===== src/rtl/gups_pkg.sv =====
// Shared constants and state encoding for the GUPS address source.
// Holds the LFSR feedback taps, the lock-up-free default and the FSM states.
package gups_pkg;

  localparam logic [63:0] LFSR_TAPS    = 64'hD800_0000_0000_0000;
  localparam logic [63:0] LFSR_DEFAULT = 64'h1;

  typedef enum logic [1:0] {
    IDLE = 2'd0,
    LOAD = 2'd1,
    RUN  = 2'd2,
    DONE = 2'd3
  } gups_state_t;

endpackage


===== src/rtl/gups_lfsr64.sv =====
// 64-bit Galois LFSR (right shift, taps 64,63,61,60) with seed load.
// Ports: clk, rst, load, step, seed -> state, next, seed_fix.
import gups_pkg::*;

module gups_lfsr64 #(
  parameter int W = 64
) (
  input  logic         clk,
  input  logic         rst,
  input  logic         load,
  input  logic         step,
  input  logic [W-1:0] seed,
  output logic [W-1:0] state,
  output logic [W-1:0] next,
  output logic [W-1:0] seed_fix
);

  // An all-zero state would never leave zero.
  assign seed_fix = (seed == '0) ? W'(LFSR_DEFAULT) : seed;

  assign next = state[0] ? ((state >> 1) ^ W'(LFSR_TAPS))
                         : (state >> 1);

  always_ff @(posedge clk) begin
    if (rst) begin
      state <= W'(LFSR_DEFAULT);
    end else if (load) begin
      state <= seed_fix;
    end else if (step) begin
      state <= next;
    end
  end

endmodule


===== src/rtl/gups_addr_gen.sv =====
// GUPS random table-address source: seeded LFSR masked by range, valid/ready out.
// Ports: clk, rst, start, seed0..3, range, num_updates -> addr_out,
//        addr_valid (addr_ready in), busy, done, gen_count.
// Build option GUPS_ADDR_ALIGN_EN: emit byte addresses (index << 3).
import gups_pkg::*;

module gups_addr_gen #(
  parameter int ADDR_W = 64,
  parameter int SEED_W = 16,
  parameter int CNT_W  = 32
) (
  input  logic              clk,
  input  logic              rst,
  input  logic              start,
  input  logic [SEED_W-1:0] seed0,
  input  logic [SEED_W-1:0] seed1,
  input  logic [SEED_W-1:0] seed2,
  input  logic [SEED_W-1:0] seed3,
  input  logic [ADDR_W-1:0] range,
  input  logic [CNT_W-1:0]  num_updates,
  output logic [ADDR_W-1:0] addr_out,
  output logic              addr_valid,
  input  logic              addr_ready,
  output logic              busy,
  output logic              done,
  output logic [CNT_W-1:0]  gen_count
);

  gups_state_t       state;
  logic [ADDR_W-1:0] range_q;
  logic [CNT_W-1:0]  num_q;
  logic [ADDR_W-1:0] lfsr_q;
  logic [ADDR_W-1:0] lfsr_next;
  logic [ADDR_W-1:0] seed_fix;
  logic [ADDR_W-1:0] seed_all;
  logic [CNT_W-1:0]  cnt_inc;
  logic              accept;
  logic              lfsr_load;
  logic              lfsr_step;

  assign seed_all  = {seed3, seed2, seed1, seed0};
  assign accept    = (state == RUN) && addr_valid && addr_ready;
  assign lfsr_load = (state == LOAD);
  assign lfsr_step = accept;
  assign cnt_inc   = gen_count + CNT_W'(1);

  gups_lfsr64 #(
    .W(ADDR_W)
  ) u_lfsr (
    .clk     (clk),
    .rst     (rst),
    .load    (lfsr_load),
    .step    (lfsr_step),
    .seed    (seed_all),
    .state   (lfsr_q),
    .next    (lfsr_next),
    .seed_fix(seed_fix)
  );

  function automatic logic [ADDR_W-1:0] mk_addr(
    input logic [ADDR_W-1:0] v,
    input logic [ADDR_W-1:0] r
  );
`ifdef GUPS_ADDR_ALIGN_EN
    return (v & r) << 3;
`else
    return v & r;
`endif
  endfunction

  always_ff @(posedge clk) begin
    if (rst) begin
      state      <= IDLE;
      addr_out   <= '0;
      addr_valid <= 1'b0;
      busy       <= 1'b0;
      done       <= 1'b0;
      gen_count  <= '0;
      range_q    <= '0;
      num_q      <= '0;
    end else begin
      unique case (state)
        IDLE, DONE: begin
          if (start) begin
            state <= LOAD;
            busy  <= 1'b1;
            done  <= 1'b0;
          end
        end
        LOAD: begin
          range_q   <= range;
          num_q     <= num_updates;
          gen_count <= '0;
          if (num_updates == '0) begin
            state <= DONE;
            busy  <= 1'b0;
            done  <= 1'b1;
          end else begin
            state      <= RUN;
            addr_valid <= 1'b1;
            // First address is the (substituted) seed itself.
            addr_out   <= mk_addr(seed_fix, range);
          end
        end
        RUN: begin
          if (accept) begin
            gen_count <= cnt_inc;
            if (cnt_inc == num_q) begin
              state      <= DONE;
              addr_valid <= 1'b0;
              busy       <= 1'b0;
              done       <= 1'b1;
            end else begin
              addr_out <= mk_addr(lfsr_next, range_q);
            end
          end
        end
        default: state <= IDLE;
      endcase
    end
  end

endmodule


===== config.mk =====
export PLATFORM = sky130hd
export DESIGN_NAME = gups_addr_gen
export DESIGN_NICKNAME = d
export VERILOG_FILES = /design/src/rtl/gups_pkg.sv /design/src/rtl/gups_lfsr64.sv /design/src/rtl/gups_addr_gen.sv
export SDC_FILE = /design/constraint.sdc
export NUM_CORES = 1
export LEC_CHECK = 0
export CAP_MARGIN = 20
export CORE_MARGIN = 2
export CORE_UTILIZATION = 56
export CTS_BUF_LIST = sky130_fd_sc_hd__clkbuf_8 sky130_fd_sc_hd__clkbuf_16
export DETAILED_ROUTE_END_ITERATION = 16
export GPL_ROUTABILITY_DRIVEN = 0
export GPL_TIMING_DRIVEN = 0
export PLACE_DENSITY = 0.86
export SETUP_SLACK_MARGIN = 0.4
export SYNTH_ARGS = -nofsm -noshare
export SYNTH_HDL_FRONTEND = slang
export SYNTH_SLANG_ARGS = --single-unit

===== constraint.sdc =====
create_clock -name clk -period 7 [get_ports clk]
set_clock_uncertainty 0.05 [all_clocks]
set_input_delay 0.7 -clock clk [delete_from_list [all_inputs] [get_ports clk]]
set_output_delay 0.7 -clock clk [all_outputs]
set_load 0.02 [all_outputs]

==> After elaboration in Yosys (flattened, before gate mapping) <==
Cells that the tools add are included.
{ "op_classes": {"n_addsub": 1, "n_eq_ne": 10, "muxes": 27, "n_bitwise": 3, "n_reduce_logical": 13} }
{ "op_table": {"columns": ["op", "n"], "rows": [
  ["two-way mux 64 bit", 7],
  ["bitwise AND 64 bit", 2],
  ["one-hot mux 64 bit (2 select lines)", 1],
  ["zero test 64 bit", 1],
  ["one-hot mux 32 bit (2 select lines)", 1],
  ["adder 32 x 1 -> 32 bit, second input constant", 1],
  ["== test 32 bit", 1],
  ["zero test 32 bit", 1],
  ["two-way mux 32 bit", 1],
  ["AND reduction 4 bit", 3],
  ["two-way mux 1 bit", 10],
  ["inequality test 2 bit, second input constant", 4],
  ["two-way mux 2 bit", 3],
  ["one-hot mux 1 bit (3 select lines)", 2],
  ["one-hot mux 2 bit (3 select lines)", 1],
  ["== test 2 bit, second input constant", 2],
  ["inequality test 2 x 1 -> 1 bit, second input constant", 2],
  ["NOT 3 -> 4 bit", 1],
  ["nonzero test 2 bit", 2],
  ["AND reduction 3 bit", 1],
  ["== test 2 x 1 -> 1 bit, second input constant", 1],
  ["logical AND 1 bit", 2],
  ["zero test 2 bit", 1],
  ["one-hot mux 1 bit (2 select lines)", 1],
  ["2 further kinds", 2]
]} }
{ "word_totals": {"ff_bits": 261, "in_bits": 164, "output_inout_bits": 99, "wordCells": 63} }

==> Longest topological paths before layout <==
{ "logic_depth": {"word_depth": 6, "depth_mapped": 14, "ltp_nobuf": 10} }

==> Modules after synthesis <==
Synthesis repeated with hierarchy kept, for this count alone.
{ "hier_totals": {"hier_cells": 1610, "area_unflattened_um2": 14033.5} }
{ "by_module_without_submodules": {"columns": ["module", "n_inst", "cells_each", "area_per_inst_um2", "seq_area_each_um2"], "rows": [
  ["gups_addr_gen", 1, 1114, 10256.1, 3943.8],
  ["gups_lfsr64", 1, 496, 3777.4, 1281.2]
]} }

==> Worst setup path after synthesis <==
Ideal clock, no wire load.
{ "synth_path": {"kind": "flip-flop to flip-flop", "from": "reg gen_count[0]", "to": "reg busy", "setup_ps": 133, "t_arrival_ps": 3375, "t_required_ps": 6817, "slack_ps": 3442, "path_stages_with_launch": 12, "n_path_buf": 1, "period_less_slack_ps": 3558, "cell_sequence": "dfxtp_1 ha_1 buf_2 nand3_2 or4_4 o31a_1 a211oi_2 nand4_1 or4b_4 o41a_1 o21ai_1 a21oi_1"} }
{ "synth_between": {"elab_chain_len": 4} }
{ "synth_rtl": {"columns": ["item", "line", "text"], "rows": [
  ["start: declaration", "gups_addr_gen.sv:26", "output logic [CNT_W-1:0] gen_count"],
  ["start signal: assignment", "gups_addr_gen.sv:107", "gen_count <= cnt_inc;"],
  ["adder 32 x 1 -> 32 bit", "gups_addr_gen.sv:45", "assign cnt_inc = gen_count + CNT_W'(1);"],
  ["== test 32 bit", "gups_addr_gen.sv:108", "if (cnt_inc == num_q) begin"],
  ["inequality test 2 x 1 -> 1 bit (no line)", null, null],
  ["AND reduction 4 bit (no line)", null, null],
  ["end signal: assignment", "gups_addr_gen.sv:76", "busy <= 1'b0;"],
  ["end signal: assignment", "gups_addr_gen.sv:96", "busy <= 1'b0;"],
  ["end signal: assignment", "gups_addr_gen.sv:111", "busy <= 1'b0;"],
  ["end: declaration", "gups_addr_gen.sv:24", "output logic busy,"]
]} }
No other way between the ends.
A chain may end at the register's enable or synchronous reset.

==> Worst setup path in the final report <==
{ "layout_path": {"from": "reg gen_count[14]", "to": "reg addr_out[43]"} }
{ "layout_between": {"elab_chain_len": 4} }
{ "layout_rtl": {"columns": ["item", "line", "text"], "rows": [
  ["adder 32 x 1 -> 32 bit", "gups_addr_gen.sv:45", null],
  ["== test 32 bit", "gups_addr_gen.sv:108", null],
  ["inequality test 2 bit (no line)", null, null],
  ["AND reduction 4 bit (no line)", null, null],
  ["end signal: assignment", "gups_addr_gen.sv:102", "addr_out <= mk_addr(seed_fix, range);"],
  ["end signal: assignment", "gups_addr_gen.sv:114", "addr_out <= mk_addr(lfsr_next, range_q);"],
  ["end: declaration", "gups_addr_gen.sv:21", "output logic [ADDR_W-1:0] addr_out,"]
]} }
No other way between the ends.

==> metrics.md <==
| Metric | Value |
|---|---|
| Final Max Tran Viols | `0` |
| CORE AREA | `0.0224 mm^2` |
| Worst Setup End Kind | `flop` |
| Sinks on the clock net | `261` |
| Number of buffers added for setup after CTS | `0` |
| Routed Wire Length | `43,700 um` |
| Worst Path Required | `~7400 ps` |
| Number of DRC violations after detailed-routing iteration 0 | `1,382` |
| Static Leak | `slightly below 6 nW` |
| Drt first pass iters | `6` |
| Hold path cells | `2` |
| Final setup violating endpoints | `0` |
| Sequential cell area fraction in the yosys report | `0.412` |
| Post-synthesis sequential element count | `261` |
| Commonest cells post-synth | `nor2_1 (337), dfxtp_1 (261), nand2_1 (244)` |
| Post-CTS clock slew at the launch and capture registers of the worst setup and hold paths | `60 ps` |
| Type of element launching the critical path | `flop` |
| Total Die Area | `0.0239 mm^2` |
| Half-perimeter wire length after placement | `31,600 um` |
| H-Tree Depth | `1` |
| Shortest period the worst path allows | `4460 ps` |
| Number of nets at the end of the flow | `around 2,100` |
| Multi-input combinational cell area | `0.00692 mm^2` |
| Antenna violations before repair | `2` |
| Vias per cell | `a little over 6` |
| Result of the run | `finished clean` |
| Top cells by area, synth | `dfxtp_1 (41%), nor2_1 (10%), mux2i_1 (7.8%)` |
| Dominant cell type by area after synthesis | `dfxtp_1` |
| Type of the setup path with the least slack | `flop to flop` |
| Die width | `155 um` |
| Net Count, Synth | `between 1,500 and 2,000` |
| Latest clock arrival within the worst-skew pair | `560 ps` |
| Per-instance average area after synthesis | `7.61 um^2` |
| Sequential cell area in the final layout | `0.00523 mm^2` |
| Root Buffer Master | `clkbuf_16` |
| Number of global-route vias before repair | `approximately 13,000` |
| Number of instances in the synthesized netlist | `1,667` |
| Worst Slack Setup Final | `2540 ps` |
| Worst IR drop on VDD | `0.231 mV` |
| Post-synth top area share | `0.412` |
| Total via count after detailed routing | `13,937` |
| Total global routing overflow | `0` |
| Share of the core filled with cells | `0.740` |
| Number of inserted filler cells in the final layout | `1,702` |
| Boundary pin count | `263` |
| Unique masters post-synth | `69` |
| CTS Buffer Depth | `3` |
| Summed negative setup slack over all endpoints | `0 ps` |
| Unrepaired setup endpoints after global routing | `false` |
| Worst min path class | `flop to flop` |
| Syn Std Cell Area | `0.0127 mm^2` |
| Maximum operating frequency | `224 MHz` |
| Number of enable flip-flop cells after synthesis | `0` |
| Maximum number of pins on one net before global-route repair | `15` |
| Synthesis-to-finish area growth | `30.8%` |
| Max-slew headroom at the worst pin | `0.364` |
| Post-detailed-route count of antenna-violating nets | `0` |
| Pwr Density | `358 mW/mm^2` |
| Portion of the clock cycle consumed by the worst path in the final layout | `0.638` |
| Count leader, synth | `nor2_1` |
| Critical path peak fanout | `10` |
| Critical Path AT | `4870 ps` |
| # rows | `55` |
| First-pass GRT wire length | `68,000 um` |
| Gates resized, CTS repair | `0` |
| Total count of hold-check failures in the final report | `0` |
| Final routed wire length divided by cell count | `19.3 um` |
| Layout cells sized above 1 | `0.0380` |
| Setup Slack @ Placement | `2840 ps` |
| Tot GR Track Use | `0.351` |
| IO buf count | `around 260` |
| Share of flip-flops with an asynchronous set or reset after synthesis | `0` |
| Starting utilization of the core area | `0.565` |
| Max-cap violations | `0` |
| Most common flop cell mapped by yosys | `dfxtp_1` |
| Yosys warning total | `0` |
| Actual transition at the worst max-transition pin | `approximately 950 ps` |
| Clock tree from TritonCTS | `done` |
| R2R cell count | `11` |
| Remaining design rule violation count | `0` |
| Inserted Clock Buffers | `28` |
| Count of hold-fix buffers inserted at cts | `0` |
| Overall die height | `155 um` |
## placed cells by master, fill, tap and decap left out, types with 4 or more instances in the layout
cell type          n
or2_2              4
clkbuf_1         103
buf_2             12
a211oi_1          70
or3_1              5
o21ai_0           29
a21oi_1          161
and2_1             6
nor2b_1            7
o211ai_1           6
nand2_1          244
dfxtp_1          261
nor3_1            23
xor2_1            20
or4_1              6
and3_1             5
clkbuf_8           9
and4_1             7
mux2i_1           99
nor4_1            40
nand3_1           30
inv_1             15
nor2_1           337
nand4_1           19
xnor2_1           16
clkbuf_16         28
buf_1             13
clkdlybuf4s50_1  261
a31oi_1           72
## sequential cells by signal, indices dropped and copies added (netlist names), 2 cells and up
name	flops
gen_count	32
u_lfsr.state	64
addr_out	64
range_q	64
num_q	32
state	2
## report_power, final
part           leakage (nW)  internal, mW  switching [mW]
clock                 0.480         0.891           0.605
sequential             2.13          1.84           0.233
combinational          3.27         0.951            1.43
## metal layers
| metal | up-vias | GRT usage | part of all wire |
|---|---|---|---|
| met2 | 855 | 0.575 | 0.46 |
| met1 | 6466 | 0.435 | 0.38 |
| met4 | 0 | 0.189 | 0.058 |
| met3 | 197 | 0.0748 | 0.11 |
| met5 | - | 0 | 0 |
| li1 | 6419 | - | - |
## kinds of logic (layout without fill, tap and decap cells)
logic type / Yosys count / after routing / share of synthesized area
AO/OA/AOI/OAI: 370 / 370 / 0.178
adder cells (fa/ha/maj): 3 / 3 / 0.00296
flip-flops: 261 / 261 / 0.412
XOR/XNOR: 36 / 36 / 0.0249
multiplexers: 100 / 100 / 0.0790
AND/OR/NAND/NOR: 757 / 757 / 0.261
buffers and inverters: 140 / 449 / 0.0428
other: 0 / 2 / 0
## metrics by stage
| step | instances | hold slack (ps) | instance area, um^2 | power [mW] |
|---|---|---|---|---|
| 2_1_floorplan | 1667 | 410 | 12700 | 3.52 |
| 5_1_grt | 2263 | 463 | 16600 | 6.23 |
| 4_1_cts | 2261 | 446 | 16600 | 5.90 |
| 6_report | 2263 | 445 | 16600 | 5.94 |
| 3_3_place_gp | 2213 | 422 | 15700 | 4.32 |
| 3_5_place_dp | 2213 | 432 | 15700 | 4.39 |
## worst paths after layout
check / startpoint / endpoint / slack [ps]
max: gen_count[14]$_SDFFE_PP0P_ / addr_out[43]$_SDFFE_PP0P_ / 2540
min: range_q[34]$_SDFFE_PP0P_ / range_q[34]$_SDFFE_PP0P_ / 450
max reg2reg: gen_count[14]$_SDFFE_PP0P_ / addr_out[43]$_SDFFE_PP0P_ / 2540
min reg2reg: range_q[34]$_SDFFE_PP0P_ / range_q[34]$_SDFFE_PP0P_ / 450
## cell type report
type                       instances  share of cell area
sequential                       261               0.315
timing repair buffer             261               0.157
clock inverter                    11             0.00678
tap                              285              0.0215
multi-input combinational       1266               0.417
buffer                           130              0.0305
antenna                            2            0.000302
inverter                          10             0.00226
clock buffer                      37              0.0497
## worst max-delay path, stage by stage, from the launching register on
cell and delay [ps]:
dfxtp_1 320, clkbuf_1 370, nand3_1 390, nor4_1 800
nand3_1 260, xnor2_1 270, o211ai_1 150, nor4_1 550
a31oi_1 230, clkbuf_1 320, clkbuf_1 360, a211oi_1 310
(Power assumes the default switching activity.)
==> RTL change: new RTL, same flow settings <==
Register the output `gen_count` once more, cleared by the reset; this adds one clock of latency there. The other outputs are not delayed to match.
--- a/src/rtl/gups_addr_gen.sv
+++ b/src/rtl/gups_addr_gen.sv
@@ -28,2 +28,4 @@
 
+  logic [CNT_W-1:0] gen_count_s0;
+
   gups_state_t       state;
@@ -44,3 +46,3 @@
   assign lfsr_step = accept;
-  assign cnt_inc   = gen_count + CNT_W'(1);
+  assign cnt_inc   = gen_count_s0 + CNT_W'(1);
 
@@ -77,3 +79,3 @@
       done       <= 1'b0;
-      gen_count  <= '0;
+      gen_count_s0 <= '0;
       range_q    <= '0;
@@ -92,3 +94,3 @@
           num_q     <= num_updates;
-          gen_count <= '0;
+          gen_count_s0 <= '0;
           if (num_updates == '0) begin
@@ -106,3 +108,3 @@
           if (accept) begin
-            gen_count <= cnt_inc;
+            gen_count_s0 <= cnt_inc;
             if (cnt_inc == num_q) begin
@@ -122,2 +124,10 @@
 
+  always_ff @(posedge clk) begin
+    if (rst) begin
+      gen_count <= '0;
+    end else begin
+      gen_count <= gen_count_s0;
+    end
+  end
+
 endmodule
Function: changed (a bounded check fails within 4 cycles, from zero or initial values and one cycle with rst high).
==> RTL change against the unedited design <==
Worst setup slack better by 350 ps. Sequential share of layout area rose by 1.9 points. Die area up 6.8%. Global-route usage down 2.8 points. Routed wire length is 1.3% lower. Non-clock buffer count rose by 6. Area after synthesis increased by 7.0%. Power increased by 5.0%. Sequential cell count rose by 32. Combinational power shrank 3%. Fmax grew 8.4%. Critical path depth grew 1. Final area is 6.0% higher. Critical endpoint is now addr_out[55].
==> RTL change: results (changes against the unedited design) <==
** Power
- Total leakage power :: 6.35 nW (+8.0%)
- The largest vdd supply drop came to 281 uV (+22%).
- The switching power came to 0.00224 W (-1.3%).

** GRT
- Number of antenna violations at the first check in global routing :: 4 (+2)
- Wire length of the first global-routing pass :: 67800 um (-0.17%)
- GRT Overall Usage :: 0.323 (-0.0285)
- Maximum number of pins on one net before global-route repair :: 16 (+1)
- Via count of the first global-routing pass :: 13400 (+1.1%)

** Synth
- After synthesis, the cell types taking the most area are sky130_fd_sc_hd__dfxtp_1 (43%), sky130_fd_sc_hd__a21oi_1 (7.6%), sky130_fd_sc_hd__mux2i_1 (7.6%).
- The commonest cells after synthesis are sky130_fd_sc_hd__dfxtp_1 (293), sky130_fd_sc_hd__a21oi_1 (206), sky130_fd_sc_hd__nor2_1 (188).
- The count of synthesis-stage warnings from yosys is 0 (unchanged).
- The synthesized net count is 1758 (-4.1%).
- Sequential share of the synthesized area :: 0.432 (+0.0202)
- Synthesized instance count :: 1591 (-4.6%)
- Distinct cells, synth :: 58 (-16%)

** Final layout
- The final-stage net count was 2050 (-3.5%).
- Layout fillers :: 1744 (+2.5%)
- Proportion of layout cells with a drive suffix above 1 :: 0.0751 (+0.0372)

** CTS
- The CTS buffer count is 29 (+3.6%).
- CTS Root Buffer Type :: sky130_fd_sc_hd__clkbuf_16

** Hold path
- The startpoint identified for the worst hold timing path is range_q[25].
- The worst hold path terminates at range_q[25].

** Worst setup path
- In this run the critical register-to-register path is launched from gen_count_s0[0].
- Worst setup slack for register-to-register paths :: 2880 ps (+350 ps)
- Maximum single-stage delay on the critical path :: 660 ps (-140 ps)
- Arrival @ worst endpoint :: 4470 ps (-400 ps)
- Worst r2r path cells :: 12 (+1)
- The endpoint identified for the worst register-to-register timing path is addr_out[55].

** Routing
- The starting DRC count in detailed routing came to 1149 (-17%).
- The via density per instance came to 6.10 (-0.88%).
- Total number of vias :: 13600 (-2.6%)
- The total detailed-routing wirelength is 43100 um (-1.3%).

** Placed design
- Number of instances in the placed design :: 2171 (-1.9%)
- The pre-CTS setup slack was 3070 ps (+232 ps).
- DP Wirelength :: 31400 um (-0.64%)
- The post-detailed-placement cell area came to 16600 um^2 (+5.9%).

** Run status
- The run finished with clean final reports.

** Timing
- The tightest slew margin relative to the limit was 0.405 (+0.0408).
RTL change: cell type report:
cell class / count / area share
diodes: 2 / 0.000285
flip-flops and latches: 293 / 0.333
multi-input cells: 1157 / 0.404
inverters: 5 / 0.00107
repair buffers: 261 / 0.149
clock inverters: 19 / 0.0132
plain buffers: 136 / 0.0333
clock buffers: 32 / 0.0436
well taps: 319 / 0.0227
RTL change: how the worst max path moves through the flow:
| stage | start | endpoint | slack, ps | cells past startpoint |
|---|---|---|---|---|
| after floorplan | gen_count_s0[0] | addr_out[10] | 3920 | 12 |
| final | gen_count_s0[0] | addr_out[55] | 2880 | 12 |
| after CTS | gen_count_s0[0] | addr_out[55] | 3040 | 12 |
| after global routing | gen_count_s0[0] | addr_out[55] | 2750 | 12 |
| after detailed placement | gen_count_s0[0] | addr_out[55] | 3070 | 12 |
| after global placement | gen_count_s0[0] | addr_out[21] | 3180 | 12 |
RTL change: cell families (layout without fill, tap and decap cells):
logic type,count (synthesis),in the layout,share of synthesized area
other,0,2,0
flip-flops,293,293,0.432
AO/OA/AOI/OAI,430,430,0.207
adder cells (fa/ha/maj),3,3,0.00277
multiplexers,103,103,0.0760
AND/OR/NAND/NOR,573,573,0.207
XOR/XNOR,48,48,0.0310
buffers and inverters,141,453,0.0445
RTL change: worst min-delay path, stage by stage, from the launching register on:
cell	delay, ps
sky130_fd_sc_hd__dfxtp_1	320
sky130_fd_sc_hd__mux2i_1	60
sky130_fd_sc_hd__nor2_1	70
RTL change: power by group through the flow:
stage	Clock, W	Combinational [W]	Sequential (W)
after floorplan	0	0.00128	0.00245
final	0.00163	0.00231	0.00230
after detailed placement	0	0.00227	0.00231
after global placement	0	0.00220	0.00231
after global routing	0.00171	0.00248	0.00233
after CTS	0.00164	0.00229	0.00229
RTL change: per-layer routing:
layer,vias to the layer above,track usage,share of wire
li1,6256,-,-
met1,6382,0.393,0.39
met2,774,0.537,0.46
met3,160,0.0852,0.11
met4,4,0.145,0.044
met5,-,0,0.00053
RTL change: metrics by stage:
stage                     hold slack [ps]  utilization
after floorplan                       402            -
after global placement                414        0.702
after detailed placement              424        0.702
after CTS                             441        0.745
after global routing                  463        0.745
final                                 436        0.745
